File: config.mk
export PLATFORM = sky130hd
export DESIGN_NAME = smg_display_arbiter
export DESIGN_NICKNAME = d
export VERILOG_FILES = /design/src/rtl/smg_display_arbiter.sv
export SDC_FILE = /design/constraint.sdc
export NUM_CORES = 1
export LEC_CHECK = 0
export ABC_AREA = 1
export BUFFER_PORTS_ARGS = -buffer_cell sky130_fd_sc_hd__buf_2
export CAP_MARGIN = 0
export CORE_MARGIN = 2
export CORE_UTILIZATION = 38
export CTS_CLUSTER_SIZE = 14
export DETAILED_ROUTE_END_ITERATION = 16
export GPL_TIMING_DRIVEN = 0
export PLACE_DENSITY_LB_ADDON = 0.3
export SETUP_SLACK_MARGIN = 0.1
export SLEW_MARGIN = 20
export SYNTH_ARGS = -nofsm -noshare
export SYNTH_HDL_FRONTEND = slang
export SYNTH_SLANG_ARGS = --single-unit
File: constraint.sdc
create_clock -name CLK -period 4.35 [get_ports CLK]
set_input_delay 0.2175 -clock CLK [delete_from_list [all_inputs] [get_ports CLK]]
set_output_delay 0.2175 -clock CLK [all_outputs]
set_load 0.02 [all_outputs]
File: src/rtl/smg_display_arbiter.sv
// smg_display_arbiter
// Shares a 4-digit common-anode seven-segment display between three requesters.
// A round-robin arbiter grants the display for DWELL scan ticks; the granted
// requester's 16-bit value is shown as four hex digits, scanned at one digit
// per tick (T1MS+1 clock cycles).
//
// Ports
//   CLK       system clock, rising edge
//   RST       asynchronous active-high reset
//   Req[2:0]  level requests
//   Data0..2  16-bit values to display, one per requester
//   Gnt[2:0]  one-hot grant, 3'b000 when idle
//   Scan_Sig  digit enables, active-low, [3] = leftmost digit
//   Seg_Sig   segments, active-low, [7]=dp, [6:0]=g..a
module smg_display_arbiter #(
  parameter logic [16:0] T1MS  = 17'd99999,
  parameter logic [15:0] DWELL = 16'd1000
) (
  input  logic        CLK,
  input  logic        RST,
  input  logic [2:0]  Req,
  input  logic [15:0] Data0,
  input  logic [15:0] Data1,
  input  logic [15:0] Data2,
  output logic [2:0]  Gnt,
  output logic [3:0]  Scan_Sig,
  output logic [7:0]  Seg_Sig
);

  typedef enum logic {IDLE, HOLD} state_t;

  state_t      state, state_nxt;
  logic [16:0] c1;
  logic        tick;
  logic [1:0]  idx;
  logic [15:0] d, d_nxt;
  logic [1:0]  last, last_nxt;
  logic [2:0]  gnt_nxt;
  logic [15:0] disp;
  logic        shown;
  logic [1:0]  p1, p2, winner;
  logic [15:0] gdata;
  logic [3:0]  nib;

  function automatic logic [1:0] inc3(input logic [1:0] v);
    return (v == 2'd2) ? 2'd0 : v + 2'd1;
  endfunction

  function automatic logic [6:0] seg7(input logic [3:0] h);
    case (h)
      4'h0: seg7 = 7'b1000000;  4'h1: seg7 = 7'b1111001;
      4'h2: seg7 = 7'b0100100;  4'h3: seg7 = 7'b0110000;
      4'h4: seg7 = 7'b0011001;  4'h5: seg7 = 7'b0010010;
      4'h6: seg7 = 7'b0000010;  4'h7: seg7 = 7'b1111000;
      4'h8: seg7 = 7'b0000000;  4'h9: seg7 = 7'b0010000;
      4'hA: seg7 = 7'b0001000;  4'hB: seg7 = 7'b0000011;
      4'hC: seg7 = 7'b1000110;  4'hD: seg7 = 7'b0100001;
      4'hE: seg7 = 7'b0000110;  default: seg7 = 7'b0001110;
    endcase
  endfunction

  assign tick = (c1 == T1MS);

  // Search last+1, last+2, then last itself so a lone requester can be regranted.
  always_comb begin
    p1 = inc3(last);
    p2 = inc3(p1);
    if (Req[p1])      winner = p1;
    else if (Req[p2]) winner = p2;
    else              winner = last;
  end

  always_comb begin
    case (Gnt)
      3'b001:  gdata = Data0;
      3'b010:  gdata = Data1;
      3'b100:  gdata = Data2;
      default: gdata = disp;
    endcase
  end

  always_comb begin
    case (idx)
      2'd0:    nib = disp[15:12];
      2'd1:    nib = disp[11:8];
      2'd2:    nib = disp[7:4];
      default: nib = disp[3:0];
    endcase
  end

  always_comb begin
    state_nxt = state;
    gnt_nxt   = Gnt;
    d_nxt     = d;
    last_nxt  = last;
    case (state)
      IDLE: if (|Req) begin
        gnt_nxt   = 3'b001 << winner;
        last_nxt  = winner;
        d_nxt     = 16'd0;
        state_nxt = HOLD;
      end
      default: if (tick) begin
        if (d == DWELL - 16'd1) begin
          d_nxt = 16'd0;
          if (|Req) begin
            gnt_nxt  = 3'b001 << winner;
            last_nxt = winner;
          end else begin
            gnt_nxt   = 3'b000;
            state_nxt = IDLE;
          end
        end else begin
          d_nxt = d + 16'd1;
        end
      end
    endcase
  end

  always_ff @(posedge CLK or posedge RST) begin
    if (RST) begin
      state    <= IDLE;
      Gnt      <= 3'b000;
      d        <= 16'd0;
      last     <= 2'd2;
      c1       <= 17'd0;
      idx      <= 2'd0;
      disp     <= 16'd0;
      shown    <= 1'b0;
      Scan_Sig <= 4'b1111;
      Seg_Sig  <= 8'hFF;
    end else begin
      state <= state_nxt;
      Gnt   <= gnt_nxt;
      d     <= d_nxt;
      last  <= last_nxt;
      c1    <= tick ? 17'd0 : c1 + 17'd1;
      if (tick) idx <= idx + 2'd1;
      // Live view of the granted value; shown only goes high once real data is in disp.
      if (state == HOLD) begin
        disp  <= gdata;
        shown <= 1'b1;
      end
      // Scan and segments come from the same idx/disp so they switch together.
      Scan_Sig <= ~(4'b1000 >> idx);
      Seg_Sig  <= shown ? {1'b1, seg7(nib)} : 8'hFF;
    end
  end

endmodule

==> results of run 1 <==
## critical path, delay by kind of cell (launching register included)
kind | cells | cell delay (ns)
AOI/OAI and AO/OA | 2 | 0.63
adders and majority gates | 2 | 0.51
buffers and inverters | 3 | 0.31
DFF | 1 | 0.40
and+or+nand+nor | 4 | 0.28
## repair_timing
action / 4_1_cts / 5_1_grt
hold buffers: 1 / 0
endpoints found under the hold margin: 30 / 0
endpoints found under the setup margin: 0 / 0
## area by class of cell
type	count	area, um^2	area share
plain buffers	13	83.83	0.01691
clock buffers	12	145.1	0.02929
clock inverters	4	47.55	0.009594
inverters	83	314.1	0.06337
multi-input cells	399	2088	0.4214
flip-flops and latches	69	1742	0.3514
well taps	140	175.2	0.03534
repair buffers	68	360.3	0.07271
## cell usage in the layout, fill, tap and decap left out, types with 10 or more instances in the layout
cell type	instances
sky130_fd_sc_hd__a21oi_2	10
sky130_fd_sc_hd__o21ai_1	17
sky130_fd_sc_hd__nor2_1	47
sky130_fd_sc_hd__nand4_1	12
sky130_fd_sc_hd__ha_1	13
sky130_fd_sc_hd__nand3_1	50
sky130_fd_sc_hd__dfstp_2	12
sky130_fd_sc_hd__inv_1	72
sky130_fd_sc_hd__clkbuf_8	10
sky130_fd_sc_hd__o21ai_0	33
sky130_fd_sc_hd__nor3_1	10
sky130_fd_sc_hd__nand2_1	142
sky130_fd_sc_hd__buf_2	70
sky130_fd_sc_hd__a21oi_1	14
sky130_fd_sc_hd__xor2_1	13
sky130_fd_sc_hd__dfrtp_1	57
## sequential cells by signal, indices dropped and copies added, names as in the netlist, 2 cells and up
signal	cells
d	16
idx	2
Seg_Sig	7
c1	17
disp	16
last	2
Scan_Sig	4
Gnt	3
## kinds of logic after synthesis
logic type	share of synthesized area
AND/OR/NAND/NOR	0.3003
buffers and inverters	0.09357
other	0.0008875
adder cells (fa/ha/maj)	0.03850
flip-flops	0.4122
AO/OA/AOI/OAI	0.1256
XOR/XNOR	0.02902
## through the flow
step	setup slack [ns]	cell area [um^2]	hold WS (ns)	instances	total power, W
4_1_cts	2.104	4956	0.1289	788	0.001381
2_1_floorplan	2.413	4225	0.3869	564	0.0008000
5_1_grt	1.908	4956	0.1446	788	0.001436
6_report	2.141	4956	0.1424	788	0.001361
3_3_place_gp	1.536	4731	0.4477	770	0.0008567
3_5_place_dp	2.121	4753	0.2545	771	0.0008636
## power groups by stage
| stage | clock network, W | registers, W | logic [W] |
|---|---|---|---|
| 4_1_cts | 0.000528 | 0.000688 | 0.000165 |
| 2_1_floorplan | 0 | 0.000710 | 0.0000895 |
| 3_5_place_dp | 0 | 0.000700 | 0.000164 |
| 5_1_grt | 0.000559 | 0.000690 | 0.000186 |
| 3_3_place_gp | 0 | 0.000699 | 0.000158 |
| 6_report | 0.000511 | 0.000688 | 0.000162 |
## cells in the mapped netlist
library cell	n
sky130_fd_sc_hd__a21oi_1	14
sky130_fd_sc_hd__a21oi_2	10
sky130_fd_sc_hd__a22o_1	1
sky130_fd_sc_hd__and2_1	1
sky130_fd_sc_hd__buf_2	4
sky130_fd_sc_hd__buf_4	2
sky130_fd_sc_hd__buf_6	3
sky130_fd_sc_hd__clkbuf_1	4
sky130_fd_sc_hd__clkinv_1	1
sky130_fd_sc_hd__conb_1	1
sky130_fd_sc_hd__dfrtp_1	57
sky130_fd_sc_hd__dfstp_2	12
sky130_fd_sc_hd__ha_1	13
sky130_fd_sc_hd__inv_1	73
sky130_fd_sc_hd__inv_2	9
sky130_fd_sc_hd__nand2_1	142
sky130_fd_sc_hd__nand2_2	2
sky130_fd_sc_hd__nand2_4	4
sky130_fd_sc_hd__nand3_1	50
sky130_fd_sc_hd__nand3_2	1
sky130_fd_sc_hd__nand3b_2	1
sky130_fd_sc_hd__nand4_1	12
sky130_fd_sc_hd__nor2_1	47
sky130_fd_sc_hd__nor2_2	4
sky130_fd_sc_hd__nor2_4	2
sky130_fd_sc_hd__nor2_8	1
sky130_fd_sc_hd__nor3_1	10
sky130_fd_sc_hd__nor4_1	2
sky130_fd_sc_hd__o211ai_1	1
sky130_fd_sc_hd__o21ai_0	33
sky130_fd_sc_hd__o21ai_1	17
sky130_fd_sc_hd__o21ai_2	9
sky130_fd_sc_hd__o21bai_1	2
sky130_fd_sc_hd__o22ai_1	2
sky130_fd_sc_hd__or2_1	2
sky130_fd_sc_hd__or2_2	1
sky130_fd_sc_hd__xnor2_1	1
sky130_fd_sc_hd__xor2_1	13
## per-layer routing
metal | global-route usage | up-vias | wire length [um] | part of all wire
met5 | 0 | - | 0 | 0
met4 | 0.06962 | 0 | 164 | 0.018
met3 | 0.02667 | 11 | 441 | 0.049
met2 | 0.2725 | 112 | 4145 | 0.46
met1 | 0.2154 | 1663 | 4217 | 0.47
li1 | - | 1969 | - | -
## worst min path at each step
stage	startpoint	slack (ns)	to
6_report	Data0[6]	0.14	disp[6]
5_1_grt	Data0[3]	0.14	disp[3]
4_1_cts	Data0[6]	0.13	disp[6]
3_5_place_dp	RST	0.25	d[13]
3_3_place_gp	c1[0]	0.45	c1[0]
2_1_floorplan	Data0[10]	0.39	disp[10]
==> results.txt, run 1 <==
----------------------------------------------------
[Run status]
  Run status ... complete, no violations

[Detailed routing]
  Antenna-violating nets left ... 0
  Detailed-route wire length ... 8968 um
  Routed len/inst ... 11.38 um
  Via density per instance ... approximately 4.8
  Detailed Routing Iterations Pass 1 ... 4
  Via count ... 3755
  Initial detailed-routing violation count ... approximately 160
  DRC violation count after routing ... 0

[Power and ir drop]
  Switching power total ... 0.0003445 W
  Clock power share ... 0.376
  Pwr dens ... between 200 and 300 nW/um^2
  Maximum vdd ir drop ... 0.1176 mV
  Net switching fraction of the power ... 0.2531
  Proportion of power drawn by flip-flops and latches ... 0.505
  Leak pwr ... 2.585 nW
  Internal Dissipation ... 0.001016 W
  Gate power share ... 0.119

[Finish]
  Fill cell count ... 1085
  Total number of nets in the final design ... 709
  Proportion of layout cells with a drive suffix above 1 ... 0.2269
  N_diodes ... 0
  Final cell utilization of the core ... 0.4572
  Synthesis-to-finish area growth ... 17.29%

[Clock network]
  Post-CTS setup repair buffer count ... 0
  Clock tree from TritonCTS ... yes
  Clk root buf ... sky130_fd_sc_hd__clkbuf_8
  Resized cells post-CTS ... 0
  Worst-Skew Late Latency ... 0.35 ns
  Largest buffer count on any clock path ... 2
  Max H-tree Level ... 3
  Total clock buffers created by CTS ... 9
  Clock tree sinks ... 69
  Clock transition time at the flip-flop clock pins of the worst setup and hold paths ... 0.07 ns

[Critical path]
  Worst path max stage delay ... 0.41 ns
  Startpoint of the worst-slack reg-to-reg timing path ... idx[0]
  Required time of the critical path ... 4.62 ns
  Worst setup path category ... reg2reg
  Worst setup path startpoint ... idx[0]
  Kind of capture point of the worst setup path ... flop
  End of the critical path ... Seg_Sig[5]
  Slowest stage cell on the critical path ... sky130_fd_sc_hd__o22ai_1
  Reg-to-reg setup timing slack ... 2.14 ns
  Critical path, cell by cell ... inv_1 > ha_1 > nand2_1 > nand2_1 > o22ai_1 > inv_1 > ha_1 > inv_1 > nor2_1 > a21oi_1 > nand2_1
  Critical path peak fanout ... 7
  Reg-to-Reg End ... Seg_Sig[5]
  Critical path data arrival time ... 2.48 ns
  Worst reg2reg path depth ... 11
  Startpoint kind of the worst setup timing path ... flop

[Timing]
  Relative slew slack ... 0.6448
  Clock period minus final worst setup slack ... 2.209 ns
  Worst clock skew ... approximately 0.0087 ns
  Final worst path period share ... 0.5079
  Number of hold violations in the final report ... 0
  Least-Margin Pin Slew ... ~0.53 ns
  Final-layout setup total negative slack ... 0 ns
  Final setup violation count ... 0
  Final max-slew violation count ... 0
  Fmax ... 0.4526 GHz
  RSZ-0062 raised after global routing ... no

[Place]
  Port Buf Inserts ... 66
  Final weighted congestion in routability-driven placement ... about 0.86
  Placed wire-length estimate after detailed placement ... 7055 um

[Synthesis]
  Netlist area before placement ... ~4200 um^2
  Number of nets in the synthesized netlist ... 630
  Syn avg cell area ... 7.492 um^2
  Yosys top cell area share ... 0.3376
  Synth area leaders ... sky130_fd_sc_hd__dfrtp_1 34%, sky130_fd_sc_hd__nand2_1 13%, sky130_fd_sc_hd__dfstp_2 7.5%
  Number of unique standard cell types used by synthesis ... 38
  Dominant cell type by area after synthesis ... sky130_fd_sc_hd__dfrtp_1
  Register area share after synthesis ... 0.4122
  Register bit total from synthesis ... 69
  Instance count of the mapped netlist ... 564
  Yosys warnings ... 0

[Die]
  Die footprint ... 11980 um^2
  Die extent in y ... 109.4 um
  Initial core utilization ... 0.3898
  Die width ... 109.4 um
  Number of placement rows ... 38
  Total I/O pin count ... 68
  Core Box Area ... 10840 um^2

[Worst hold path]
  Worst Hold Path Cells ... 3
  Classification of the worst-slack hold path ... in2reg

[Flow run]
  Max-cap violation count ... 0

[Global route]
  Maximum number of pins on one net before global-route repair ... 39
  Global-route wire length before repair ... roughly 16000 um
  Total congestion overflow ... 0
  Via count of the first global-routing pass ... approximately 3.6k
  Overall routing resource usage ... 0.1653
  Antenna violations before repair ... 0

----------------------------------------------------
(Power assumes the default switching activity.)
==> inputs of run 2 (changes only) <==
- ABC_AREA: 1 -> 0
- clock period: 4.35 -> 2.2 ns (I/O delays scaled with it)
==> run 2 against run 1 <==
  * Area after synthesis down 5.8%
  * Global-route usage up 2.1 points
  * Final cell count down 14%
  * Total power rose to 2.5 times the previous value
  * Hold slack worse by 0.020 ns
  * Die area down 5.6%
  * Synthesized cell count down 22%
  * Clock-buffer cell count up 1
  * Core utilization up 4.3 points
  * Sequential power up 120%
  * Non-clock buffer count up 31
==> results.txt, run 2 <==
----------------------------------------------------
[Critical path]
  Worst path max stage delay ... 0.45 ns (+0.04 ns)
  Startpoint kind of the worst setup timing path ... flop
  Kind of capture point of the worst setup path ... flop
  Critical path, cell by cell ... inv_2 > ha_4 > a222oi_1 > mux2i_2 > buf_6 > ha_4 > nor3b_1 > a311o_1
  Critical path peak fanout ... 5 (-2)
  Slowest stage cell on the critical path ... sky130_fd_sc_hd__a222oi_1
  Critical path data arrival time ... 2.42 ns (-0.06 ns)
  Most prevalent standard cell on the critical path ... sky130_fd_sc_hd__ha_4
  Worst setup path category ... reg2reg
  Required time of the critical path ... 2.47 ns (-2.15 ns)

[Die]
  Die extent in y ... 106.4 um (-2.8%)
  Die width ... 106.4 um (-2.8%)
  Initial core utilization ... 0.3891 (-0.0006335)
  Die footprint ... 11310 um^2 (-5.6%)
  Number of placement rows ... 37 (-2.6%)
  Core Box Area ... 10230 um^2 (-5.6%)
  Total I/O pin count ... 68 (unchanged)

[Power and ir drop]
  Switching power total ... 0.001029 W (+200%)
  Proportion of power drawn by flip-flops and latches ... 0.435 (-0.070)
  Net switching fraction of the power ... 0.3007 (+0.04757)
  Pwr dens ... 669.3 nW/um^2 (+140%)
  Maximum vdd ir drop ... 0.4188 mV (+260%)
  Clock power share ... 0.316 (-0.060)
  Gate power share ... 0.250 (+0.131)
  Internal Dissipation ... 0.002394 W (+140%)
  Leak pwr ... 2.142 nW (-17%)

[Clock network]
  Clock transition time at the flip-flop clock pins of the worst setup and hold paths ... 0.07 ns (about the same)
  Clk root buf ... sky130_fd_sc_hd__clkbuf_8
  Max H-tree Level ... 3 (unchanged)
  Clock tree from TritonCTS ... yes
  Total clock buffers created by CTS ... 9 (unchanged)
  Largest buffer count on any clock path ... 2 (unchanged)
  Worst-Skew Late Latency ... 0.34 ns (about the same)
  Clock tree sinks ... 69 (unchanged)

[Place]
  Final weighted congestion in routability-driven placement ... 0.8875 (+3.6%)
  Port Buf Inserts ... 66 (unchanged)
  Placed wire-length estimate after detailed placement ... 6966 um (-1.3%)
  Placed cells ... 642 (-17%)

[Timing]
  Number of hold violations in the final report ... 0 (unchanged)
  Final setup violation count ... 0 (unchanged)
  Worst clock skew ... 0.009672 ns (+0.0009786 ns)
  Final max-slew violation count ... 0 (unchanged)
  Final worst path period share ... 0.9773 (+0.4694)
  Fmax ... 0.4651 GHz (+2.8%)
  RSZ-0062 raised after global routing ... yes
  Least-Margin Pin Slew ... 0.5828 ns (+0.05004 ns)
  Relative slew slack ... 0.6003 (-0.04448)
  Clock period minus final worst setup slack ... 2.150 ns (-0.05935 ns)
  Final Hold Slack ... 0.1221 ns (-0.02035 ns)

[Synthesis]
  Dominant cell type by area after synthesis ... sky130_fd_sc_hd__dfrtp_1
  Most used standard cells in the synthesized netlist ... 67 x sky130_fd_sc_hd__o21ai_0, 57 x sky130_fd_sc_hd__dfrtp_1, 46 x sky130_fd_sc_hd__nand2_1
  Multiplexer share of the synthesized area ... 0.02860 (+0.02860)
  Register area share after synthesis ... 0.4375 (+0.02526)
  Fraction of the mapped netlist area in compound gates ... 0.2338 (+0.1083)
  Basic-gate share of the synthesized area counting and, or, nand and nor cells ... 0.1794 (-0.1208)
  Netlist area before placement ... 3981 um^2 (-5.8%)
  Most used standard cell by instance count after synthesis ... sky130_fd_sc_hd__o21ai_0
  Register bit total from synthesis ... 69 (unchanged)
  Synth area leaders ... sky130_fd_sc_hd__dfrtp_1 36%, sky130_fd_sc_hd__o21ai_0 8.4%, sky130_fd_sc_hd__dfstp_2 7.9%
  Number of unique standard cell types used by synthesis ... 53 (+39%)
  Xor and xnor area share after synthesis ... 0.03080 (+0.001778)
  Adder-cell area share of the yosys netlist ... 0.04085 (+0.002359)
  Instance count of the mapped netlist ... 439 (-22%)
  Yosys warnings ... 0 (unchanged)
  Combinational family with the most area after synthesis ... compound AO/OA/AOI/OAI gates
  Yosys top cell area share ... 0.3583 (+0.02069)
  Number of synthesized flops with an enable pin ... 0 (unchanged)
  Most used DFF post-synth ... sky130_fd_sc_hd__dfrtp_1
  Number of nets in the synthesized netlist ... 505 (-20%)
  Syn avg cell area ... 9.069 um^2 (+21%)
  Share of synthesized registers carrying an async set or reset ... 1.000 (unchanged)

[Finish]
  Highest-count cells in the layout ignoring fill and taps ... 68 x sky130_fd_sc_hd__buf_2, 61 x sky130_fd_sc_hd__o21ai_0, 56 x sky130_fd_sc_hd__dfrtp_1
  Most common library cell in the layout ignoring fill and taps ... sky130_fd_sc_hd__buf_2
  Largest registers in the final layout ... c1: 17 flops, d: 16 flops, disp: 16 flops
  Proportion of layout cells with a drive suffix above 1 ... 0.2989 (+0.07204)
  Number of flip-flops in the largest register ... 17 (unchanged)
  Final cell utilization of the core ... 0.4999 (+0.04276)
  Fill cell count ... 945 (-13%)
  Register containing the most flip-flops in the final layout ... c1
  Synthesis-to-finish area growth ... 28.47%
  N_diodes ... 0 (unchanged)
  Total number of nets in the final design ... 603 (-15%)
  Non-filler instance count after layout ... 678 (-14%)

[Worst hold path]
  Classification of the worst-slack hold path ... in2reg

[Detailed routing]
  Initial detailed-routing violation count ... 165 (+4.4%)
  Routed len/inst ... 14.94 um (+31%)
  Antenna-violating nets left ... 0 (unchanged)
  DRC violation count after routing ... 0 (unchanged)
  Detailed-route wire length ... 10130 um (+13%)
  Via count ... 3700 (-1.5%)
  Detailed Routing Iterations Pass 1 ... 4 (unchanged)
  Via density per instance ... 5.457 (+15%)

[Global route]
  Total congestion overflow ... 0 (unchanged)
  Busiest layer in global routing ... met2
  Overall routing resource usage ... 0.1865 (+0.02120)
  Global-route wire length before repair ... 17090 um (+8.2%)
  Global Route met3 Usage ... 0.04231 (+0.01563)
  Antenna violations before repair ... 0 (unchanged)
  Via count of the first global-routing pass ... 3666 (+1.6%)
  Met2 global-route usage ... 0.3237 (+0.05123)
  Maximum number of pins on one net before global-route repair ... 48 (+23%)
  Global-route met1 utilization ... 0.2288 (+0.01335)

[Run status]
  Run status ... complete, no violations

[Flow run]
  Max-cap violation count ... 0 (unchanged)

----------------------------------------------------
## run 2: changes by cell type in the layout (fill, tap and decap cells not counted), moves of 10 or more
cell	delta
sky130_fd_sc_hd__ha_1	-10
sky130_fd_sc_hd__o22ai_1	+12
sky130_fd_sc_hd__o21ai_1	-11
sky130_fd_sc_hd__o221ai_1	+16
sky130_fd_sc_hd__o21ai_0	+28
sky130_fd_sc_hd__inv_1	-56
sky130_fd_sc_hd__nand2_1	-96
sky130_fd_sc_hd__clkbuf_1	+10
sky130_fd_sc_hd__ha_4	+10
sky130_fd_sc_hd__buf_4	+17
sky130_fd_sc_hd__nand3_1	-36
sky130_fd_sc_hd__a21oi_2	-10
sky130_fd_sc_hd__nor2_1	-22
## run 2: worst paths after layout
path                       cells after the start          to     from  slack (ns)
max                                            8  Seg_Sig[2]   idx[0]        0.05
min                                            3       state   Req[2]        0.12
max reg2reg                                    8  Seg_Sig[2]   idx[0]        0.05
min reg2reg                                    2     disp[4]  disp[4]        0.49
max in group asynchronous                      4  Seg_Sig[6]      RST        1.34
min in group asynchronous                      3       c1[6]      RST        0.27
## run 2: worst max-delay path: cells and delay by family, from the launching register on
kind	cells	cell delay, ns
AO/OA/AOI/OAI	2	0.79
flip-flops	1	0.38
adder cells (fa/ha/maj)	2	0.33
buffers and inverters	2	0.27
multiplexers	1	0.17
AND/OR/NAND/NOR	1	0.12
## run 2: metal layers
metal / vias up / share of wire
li1: 1818 / -
met1: 1795 / 0.42
met4: 0 / 0.013
met5: - / 0
met2: 74 / 0.53
met3: 13 / 0.037
## run 2: repair_timing
action	CTS	global route
pin swaps	4	22
hold endpoints to repair	21	0
setup buffers	14	5
resized for setup	23	39
endpoints found under the setup margin	22	20
hold buffers	1	0
## run 2: cell type report
type / count / area (um^2) / share of cell area
well taps: 136 / 170.2 / 0.03327
inverters: 22 / 85.08 / 0.01663
multi-input cells: 323 / 2263 / 0.4425
flip-flops and latches: 69 / 1743 / 0.3408
clock buffers: 13 / 168.9 / 0.03302
plain buffers: 25 / 123.9 / 0.02422
repair buffers: 87 / 518.0 / 0.1013
clock inverters: 3 / 42.54 / 0.008317
## run 2: power by group through the flow
stage | Sequential (W) | Clock (W) | Combinational [W]
finish | 0.00149 | 0.00108 | 0.000854
global route | 0.00151 | 0.00117 | 0.000944
CTS | 0.00149 | 0.00112 | 0.000755
detailed placement | 0.00151 | 0 | 0.000687
global placement | 0.00151 | 0 | 0.000666
floorplan | 0.00158 | 0 | 0.000389
## run 2: cell families (layout without fill, tap and decap cells)
family,after synthesis,after routing
fa+ha+maj,13,13
simple gates,136,136
compound gates,148,148
other cells,1,1
flops,69,69
xor+xnor,14,14
mux,11,11
buf+inv,47,150
## run 2: per-stage QoR
step / setup WS (ns) / total power (W) / instance area (um^2) / TNS (ns)
after global routing: -0.08501 / 0.003624 / 5115 / -0.2635
after floorplan: 0.1876 / 0.001970 / 3981 / 0
after global placement: -0.4305 / 0.002174 / 4482 / -24.90
after CTS: 0.08755 / 0.003363 / 4922 / 0
after detailed placement: -0.1689 / 0.002199 / 4512 / -0.9003
final: 0.04987 / 0.003423 / 5115 / 0
